**config.mk**
```make
export PLATFORM = sky130hd
export DESIGN_NAME = morph_filter_flat
export DESIGN_NICKNAME = d
export VERILOG_FILES = /design/src/rtl/morph_filter_if.sv /design/src/rtl/morph_filter.sv /design/src/flat_wrapper.sv
export SDC_FILE = /design/constraint.sdc
export NUM_CORES = 1
export LEC_CHECK = 0
export ABC_AREA = 1
export CAP_MARGIN = 30
export CORE_UTILIZATION = 55
export CTS_CLUSTER_SIZE = 30
export DETAILED_ROUTE_END_ITERATION = 10
export HOLD_SLACK_MARGIN = 0.03
export PLACE_DENSITY = 0.68
export SYNTH_ARGS = -nofsm -noshare
export SYNTH_HDL_FRONTEND = slang
export SYNTH_SLANG_ARGS = --single-unit
```
**constraint.sdc**
```tcl
create_clock -name clk -period 24.7 [get_ports clk]
set_clock_uncertainty 0.15 [all_clocks]
set_input_delay 6.175 -clock clk [delete_from_list [all_inputs] [get_ports clk]]
set_output_delay 6.175 -clock clk [all_outputs]
set_load 0.03 [all_outputs]
```
**src/rtl/morph_filter_if.sv**
```systemverilog
// Video port bundle for morph_filter: luma and syncs in, delayed syncs and RGB565 out.
interface morph_filter_if;
    logic        i_HSYNC;
    logic        i_VSYNC;
    logic        i_BLANK;
    logic [7:0]  i_Y0;
    logic        mode;
    logic        H_SYNC;
    logic        V_SYNC;
    logic        BLANK;
    logic [15:0] display_data;

    modport master (
        output i_HSYNC, i_VSYNC, i_BLANK, i_Y0, mode,
        input  H_SYNC, V_SYNC, BLANK, display_data
    );

    modport slave (
        input  i_HSYNC, i_VSYNC, i_BLANK, i_Y0, mode,
        output H_SYNC, V_SYNC, BLANK, display_data
    );
endinterface

```
**src/rtl/morph_filter.sv**
```systemverilog
// 3x3 erode/dilate on binarised luma; fixed 3-clock pipe with syncs matched.
// Define MORPH_GREY_EN for the 8-bit greyscale min/max variant.
module morph_filter #(
    parameter int H_ACTIVE   = 640,
    parameter int V_ACTIVE   = 480,
    parameter int BIN_THRESH = 128
) (
    input logic           clk,
    input logic           rst_n,
    morph_filter_if.slave vid
);
`ifdef MORPH_GREY_EN
    localparam int PW = 8;
`else
    localparam int PW = 1;
`endif
    localparam int CW = $clog2(H_ACTIVE);
    localparam int RW = $clog2(V_ACTIVE);
    localparam logic [CW-1:0] COL_MAX = CW'(H_ACTIVE - 1);
    localparam logic [RW-1:0] ROW_MAX = RW'(V_ACTIVE - 1);

    typedef enum logic {WAIT_FRAME, RUN} state_t;

    state_t                  state, state_nxt;
    logic [2:0]              hs_d, vs_d, bl_d;
    logic [CW-1:0]           col, s1_col, s2_col;
    logic [RW-1:0]           row, s1_row, s2_row;
    logic                    col_full, s1_valid, s2_valid, mode_q;
    logic                    blank_fall, vsync_fall, wr_en, show;
    logic [PW-1:0]           pix, cur_q, lb0_q, lb1_q;
    logic [PW-1:0]           lb0 [H_ACTIVE];
    logic [PW-1:0]           lb1 [H_ACTIVE];
    logic [2:0][2:0][PW-1:0] win;  // win[line][tap], line 0 = newest, tap 2 = newest column
    logic [PW-1:0]           red_min, red_max, result;
    logic [15:0]             packed_px, data_q;

    assign blank_fall = bl_d[0] & ~vid.i_BLANK;
    assign vsync_fall = vs_d[0] & ~vid.i_VSYNC;
    assign wr_en      = vid.i_BLANK & ~col_full;

`ifdef MORPH_GREY_EN
    assign pix       = vid.i_Y0;
    assign packed_px = {result[7:3], result[7:2], result[7:3]};
`else
    assign pix       = (vid.i_Y0 >= 8'(BIN_THRESH));
    assign packed_px = {16{result[0]}};
`endif

    // NOTE: sequential state uses non-blocking assignments so every flop samples pre-edge values.
    always_ff @(posedge clk or negedge rst_n) begin
        if (!rst_n) begin
            hs_d <= 3'b111;
            vs_d <= 3'b111;
            bl_d <= 3'b000;
        end else begin
            hs_d <= {hs_d[1:0], vid.i_HSYNC};
            vs_d <= {vs_d[1:0], vid.i_VSYNC};
            bl_d <= {bl_d[1:0], vid.i_BLANK};
        end
    end

    assign vid.H_SYNC       = hs_d[2];
    assign vid.V_SYNC       = vs_d[2];
    assign vid.BLANK        = bl_d[2];
    assign vid.display_data = data_q;

    always_ff @(posedge clk or negedge rst_n) begin
        if (!rst_n) state <= WAIT_FRAME;
        else        state <= state_nxt;
    end

    // NOTE: every combinational output gets a default first so no path can infer a latch.
    always_comb begin
        state_nxt = state;
        case (state)
            WAIT_FRAME: if (!vid.i_VSYNC) state_nxt = RUN;
            default:    state_nxt = state;
        endcase
    end

    // NOTE: line buffers are not reset; rows 0-1 of every frame refill them before they can be shown.
    always_ff @(posedge clk) begin
        if (wr_en) begin
            lb0[col] <= pix;
            lb1[col] <= lb0[col];
        end
        lb0_q <= lb0[col];
        lb1_q <= lb1[col];
    end

    // Counters, S1 side-band and S2 window shift.
    always_ff @(posedge clk or negedge rst_n) begin
        if (!rst_n) begin
            col      <= '0;
            col_full <= 1'b0;
            row      <= '0;
            mode_q   <= 1'b0;
            cur_q    <= '0;
            s1_valid <= 1'b0;
            s1_col   <= '0;
            s1_row   <= '0;
            s2_valid <= 1'b0;
            s2_col   <= '0;
            s2_row   <= '0;
            win      <= '0;
        end else begin
            if (blank_fall) begin
                col      <= '0;
                col_full <= 1'b0;
            end else if (wr_en) begin
                if (col == COL_MAX) col_full <= 1'b1;
                else                col      <= col + 1'b1;
            end
            // VSYNC clear has priority over a coincident end-of-line increment.
            if (!vid.i_VSYNC)                      row <= '0;
            else if (blank_fall && row != ROW_MAX) row <= row + 1'b1;
            if (vsync_fall) mode_q <= vid.mode;

            cur_q    <= pix;
            s1_valid <= wr_en;
            s1_col   <= col;
            s1_row   <= row;

            win[0]   <= {cur_q, win[0][2:1]};
            win[1]   <= {lb0_q, win[1][2:1]};
            win[2]   <= {lb1_q, win[2][2:1]};
            s2_valid <= s1_valid;
            s2_col   <= s1_col;
            s2_row   <= s1_row;
        end
    end

    // On 1-bit taps min/max reduce to AND/OR, so one tree serves both builds.
    always_comb begin
        red_min = '1;
        red_max = '0;
        for (int r = 0; r < 3; r++) begin
            for (int c = 0; c < 3; c++) begin
                if (win[r][c] < red_min) red_min = win[r][c];
                if (win[r][c] > red_max) red_max = win[r][c];
            end
        end
        result = mode_q ? red_max : red_min;
    end

    assign show = s2_valid && (s2_row >= RW'(2)) && (s2_col >= CW'(2)) && (state == RUN);

    always_ff @(posedge clk or negedge rst_n) begin
        if (!rst_n) data_q <= 16'h0000;
        else        data_q <= show ? packed_px : 16'h0000;
    end
endmodule
```
**src/flat_wrapper.sv**
```systemverilog
// flat-port wrapper written by rule: the top's interface ports become plain ports
module morph_filter_flat 
#(
    parameter int H_ACTIVE   = 640,
    parameter int V_ACTIVE   = 480,
    parameter int BIN_THRESH = 128
)
  (clk, rst_n, vid_i_HSYNC, vid_i_VSYNC, vid_i_BLANK, vid_i_Y0, vid_mode, vid_H_SYNC, vid_V_SYNC, vid_BLANK, vid_display_data);
  morph_filter_if vid_i ();
  input logic clk;
  input logic rst_n;
  input wire logic [$bits(vid_i.i_HSYNC)-1:0] vid_i_HSYNC;
  input wire logic [$bits(vid_i.i_VSYNC)-1:0] vid_i_VSYNC;
  input wire logic [$bits(vid_i.i_BLANK)-1:0] vid_i_BLANK;
  input wire logic [$bits(vid_i.i_Y0)-1:0] vid_i_Y0;
  input wire logic [$bits(vid_i.mode)-1:0] vid_mode;
  output wire logic [$bits(vid_i.H_SYNC)-1:0] vid_H_SYNC;
  output wire logic [$bits(vid_i.V_SYNC)-1:0] vid_V_SYNC;
  output wire logic [$bits(vid_i.BLANK)-1:0] vid_BLANK;
  output wire logic [$bits(vid_i.display_data)-1:0] vid_display_data;
  assign vid_i.i_HSYNC = vid_i_HSYNC;
  assign vid_i.i_VSYNC = vid_i_VSYNC;
  assign vid_i.i_BLANK = vid_i_BLANK;
  assign vid_i.i_Y0 = vid_i_Y0;
  assign vid_i.mode = vid_mode;
  assign vid_H_SYNC = vid_i.H_SYNC;
  assign vid_V_SYNC = vid_i.V_SYNC;
  assign vid_BLANK = vid_i.BLANK;
  assign vid_display_data = vid_i.display_data;
  morph_filter #(.H_ACTIVE(H_ACTIVE), .V_ACTIVE(V_ACTIVE), .BIN_THRESH(BIN_THRESH)) u_core (.clk(clk), .rst_n(rst_n), .vid(vid_i));
endmodule
```
==> results.md <==
* DRC viols at 0
* I/O Buffers at 25
* Pin count of the biggest net entering global routing at 239
* Overall routing resource usage at 27.9%
* Syn Nets at 5734
* Synthesized flop and latch total at 1360
* Worst slack, placed at 15520 ps
* CTS tree: yes
* Design area at 64400 um^2
* Max Freq at 118 MHz
* First-pass GRT wire length at 224000 um
* Gr busiest metal: met2
* Critical path peak fanout at 36
* Fin. Hold Viols at 0
* Met1 usage at 37.3%
* H-tree Lvls at 4
* Setup_tns at 0 ps
* Detailed Routing Iterations Pass 1 at 6
* Die area at 107000 um^2
* Worst setup margin at 16250 ps
* Detail Route Antenna Nets at 0
* Slew @ Worst Pin at 1140 ps
* Distinct cells, synth at 39
* Fin Hold WS at 174 ps
* Vias/cell at 5.59
* Fillcell total at 8414
* Mapped cell area at 58400 um^2
* Number of global-route vias before repair at 37854
* Sw frac at 29.3%
* Post-cts gate resize count at 0
* Slowest stage delay, CP at 700 ps
* TritonCTS Buffers at 138
* Core ar. at 105000 um^2
* Clk pwr share at 34.2%
* Synthesized area per cell at 10.2 um^2
* GP Congestion at 0.861
* Post-CTS Repair Setup Buffers at 0
* Clock transition at path regs at 60 ps
* Setup crit end kind: flop
* Overflow after GRT at 0
* Post-Synthesis Cells at 5715
* Yosys warns at 0
* HP Class: flop to flop
* Crit path DAT at 8730 ps
* Aggregate routed wire length at 150000 um
* Unrepaired setup endpoints after global routing: no
* DPL Wire Length at 81200 um
* Multi-input logic area at 15300 um^2
* WL per Instance at 21.0 um
* Critical path required time at 24980 ps
* NetSw at 0.00178 W
* # setup viols final at 0
* CTS hold repair buffers at 0
* Post-synthesis sequential area ratio at 69.2%
* Clock sink total at 1360
* Routed via count at 39786
* Slew HR at 24.0%
* Comb power frac at 19.7%
* Final Slew Violations at 0
* Slowest CP cell: nand3_1
* Sequential power share at 46.1%
* Most frequent CP cell: buf_4
* Num ports at 33
* Initial antenna violation count at 1
* Int Power at 0.00429 W
* Nets at 5636
* Area Growth Syn to Fin at 10.2%
* Root buffer cell: clkbuf_16
* Die outline width at 328 um
* # diodes at 0
* Total Power at 0.00606 W
* Initial Util at 55.5%
* Site Rows at 119
* Leak at 23.8 nW
* Latest clock arrival within the worst-skew pair at 750 ps
* Share of cells above drive strength 1 at 6.31%
* M2 GR Usage at 45.9%
* Outcome: complete, no violations
* Initial DRC Count at 4781
* Die Span Y at 328 um
* Crit path time final at 8450 ps
* Max Root-Sink Buffers at 3
* CP Class: primary input to flop
* MaxCap Viol Count at 0
* Peak VDD IR at 0.000123 V
* Critical Path, Cell by Cell: clkdlybuf4s50_1, inv_1, nor2_4, buf_4, nand3_1, buf_4, nor2_1
* Crit path launch type: primary input
* Final period util at 34.2%
* GR Util met3 at 4.97%
* Sequential cell area at 40400 um^2
* Power per Cell Area at 94.2 nW/um^2
* Area post-placement at 59800 um^2
final timing paths:
kind	start	endpoint	slack, ps	cells after the start
min reg2reg	u_core.lb0_q$_DFF_P_	u_core.win[5]$_DFF_PN0_	170	0
min in group asynchronous	rst_n	u_core.bl_d[1]$_DFF_PN0_	5090	1
max in group asynchronous	rst_n	u_core.vs_d[1]$_DFF_PN1_	18740	2
max reg2reg	u_core.col[0]$_DFFE_PN0P_	u_core.lb1[588]$_DFFE_PP_	17440	18
max	vid_i_BLANK	u_core.lb0[37]$_DFFE_PP_	16250	7
min	u_core.lb0_q$_DFF_P_	u_core.win[5]$_DFF_PN0_	170	0
per-layer routing:
metal / share of wire [%] / vias up
li1: - / 18643
met1: 40 / 19200
met2: 48 / 1653
met3: 8.8 / 290
met4: 3.4 / 0
met5: 0 / -
worst max-delay path, delay by kind of cell:
kind,cells,cell delay [ps]
buffers and inverters,4,1520
AND/OR/NAND/NOR,3,1010
synthesized netlist by cell type (all sizes together):
cell type | n | area [um^2]
dfstp | 6 | 158
nand3 | 132 | 766
clkinv | 1 | 3.75
o22ai | 2 | 12.5
nand2 | 1448 | 5440
nor4 | 5 | 31.3
nor3 | 39 | 245
edfxtp | 1280 | 38400
a21oi | 14 | 70.1
o21a | 1 | 7.51
o221a | 1 | 11.3
nand4 | 3 | 18.8
dfxtp | 2 | 40.0
nor2 | 1524 | 5750
clkbuf | 135 | 507
ha | 5 | 62.6
o2111ai | 1 | 8.76
o21ai | 555 | 2780
or2 | 2 | 12.5
a311oi | 1 | 8.76
inv | 252 | 948
buf | 229 | 1250
a31oi | 1 | 6.26
xor2 | 1 | 8.76
or3 | 1 | 6.26
dfrtp | 72 | 1800
a221oi | 2 | 17.5
through the flow:
| stage | std cells | util, % |
|---|---|---|
| after floorplan | 5715 | - |
| after global placement | 6848 | 56.4 |
| after detailed placement | 6865 | 56.8 |
| after CTS | 7113 | 61.1 |
| after global routing | 7116 | 61.1 |
| final | 7116 | 61.1 |
area by class of cell:
cell class | count | share of cell area, %
timing repair buffer | 126 | 2.15
clock buffer | 185 | 6.00
multi-input combinational | 3738 | 23.8
clock inverter | 63 | 1.00
tap | 1391 | 2.70
sequential | 1360 | 62.8
inverter | 253 | 1.51
power by group through the flow:
stage | clock network [W] | logic (W) | registers, W
2_1_floorplan | 0 | 0.000778 | 0.00304
3_3_place_gp | 0 | 0.00116 | 0.00284
3_5_place_dp | 0 | 0.00118 | 0.00284
4_1_cts | 0.00209 | 0.00119 | 0.00279
5_1_grt | 0.00219 | 0.00131 | 0.00279
6_report | 0.00207 | 0.00119 | 0.00279
logic make-up (layout without fill, tap and decap cells):
kind of cell	after synthesis	in the layout	share of synthesized area, %
AO/OA/AOI/OAI	578	578	5.00
XOR/XNOR	1	1	0.0150
adder cells (fa/ha/maj)	5	5	0.107
buffers and inverters	617	627	4.64
flip-flops	1360	1360	69.2
AND/OR/NAND/NOR	3154	3154	21.0
layout by cell type (no fill, tap or decap), drive strengths merged:
cell type and count:
o221a 1, o2111ai 1, o21a 1, dfstp 6, nor2 1524, bufinv 12, dfxtp 2, nand4 3
a31oi 1, buf 103, nor3 39, nand2 1448, nor4 5, clkinvlp 4, or2 2, a221oi 2
clkinv 42, clkbuf 185, a311oi 1, inv 258, xor2 1, dfrtp 72, nand3 132, or3 1
a21oi 14, o22ai 2, ha 5, o21ai 555, edfxtp 1280, clkdlybuf4s50 23
registers in the layout, summed over array words and instances, names as in the netlist, 8 cells and up:
signal / count
u_core.row: 9
u_core.s2_row: 8
u_core.lb0: 640
u_core.s2_col: 9
u_core.s1_col: 9
u_core.lb1: 640
u_core.s1_row: 8
u_core.win: 9
u_core.col: 10
Note: power is estimated with default switching activity, not from simulation.
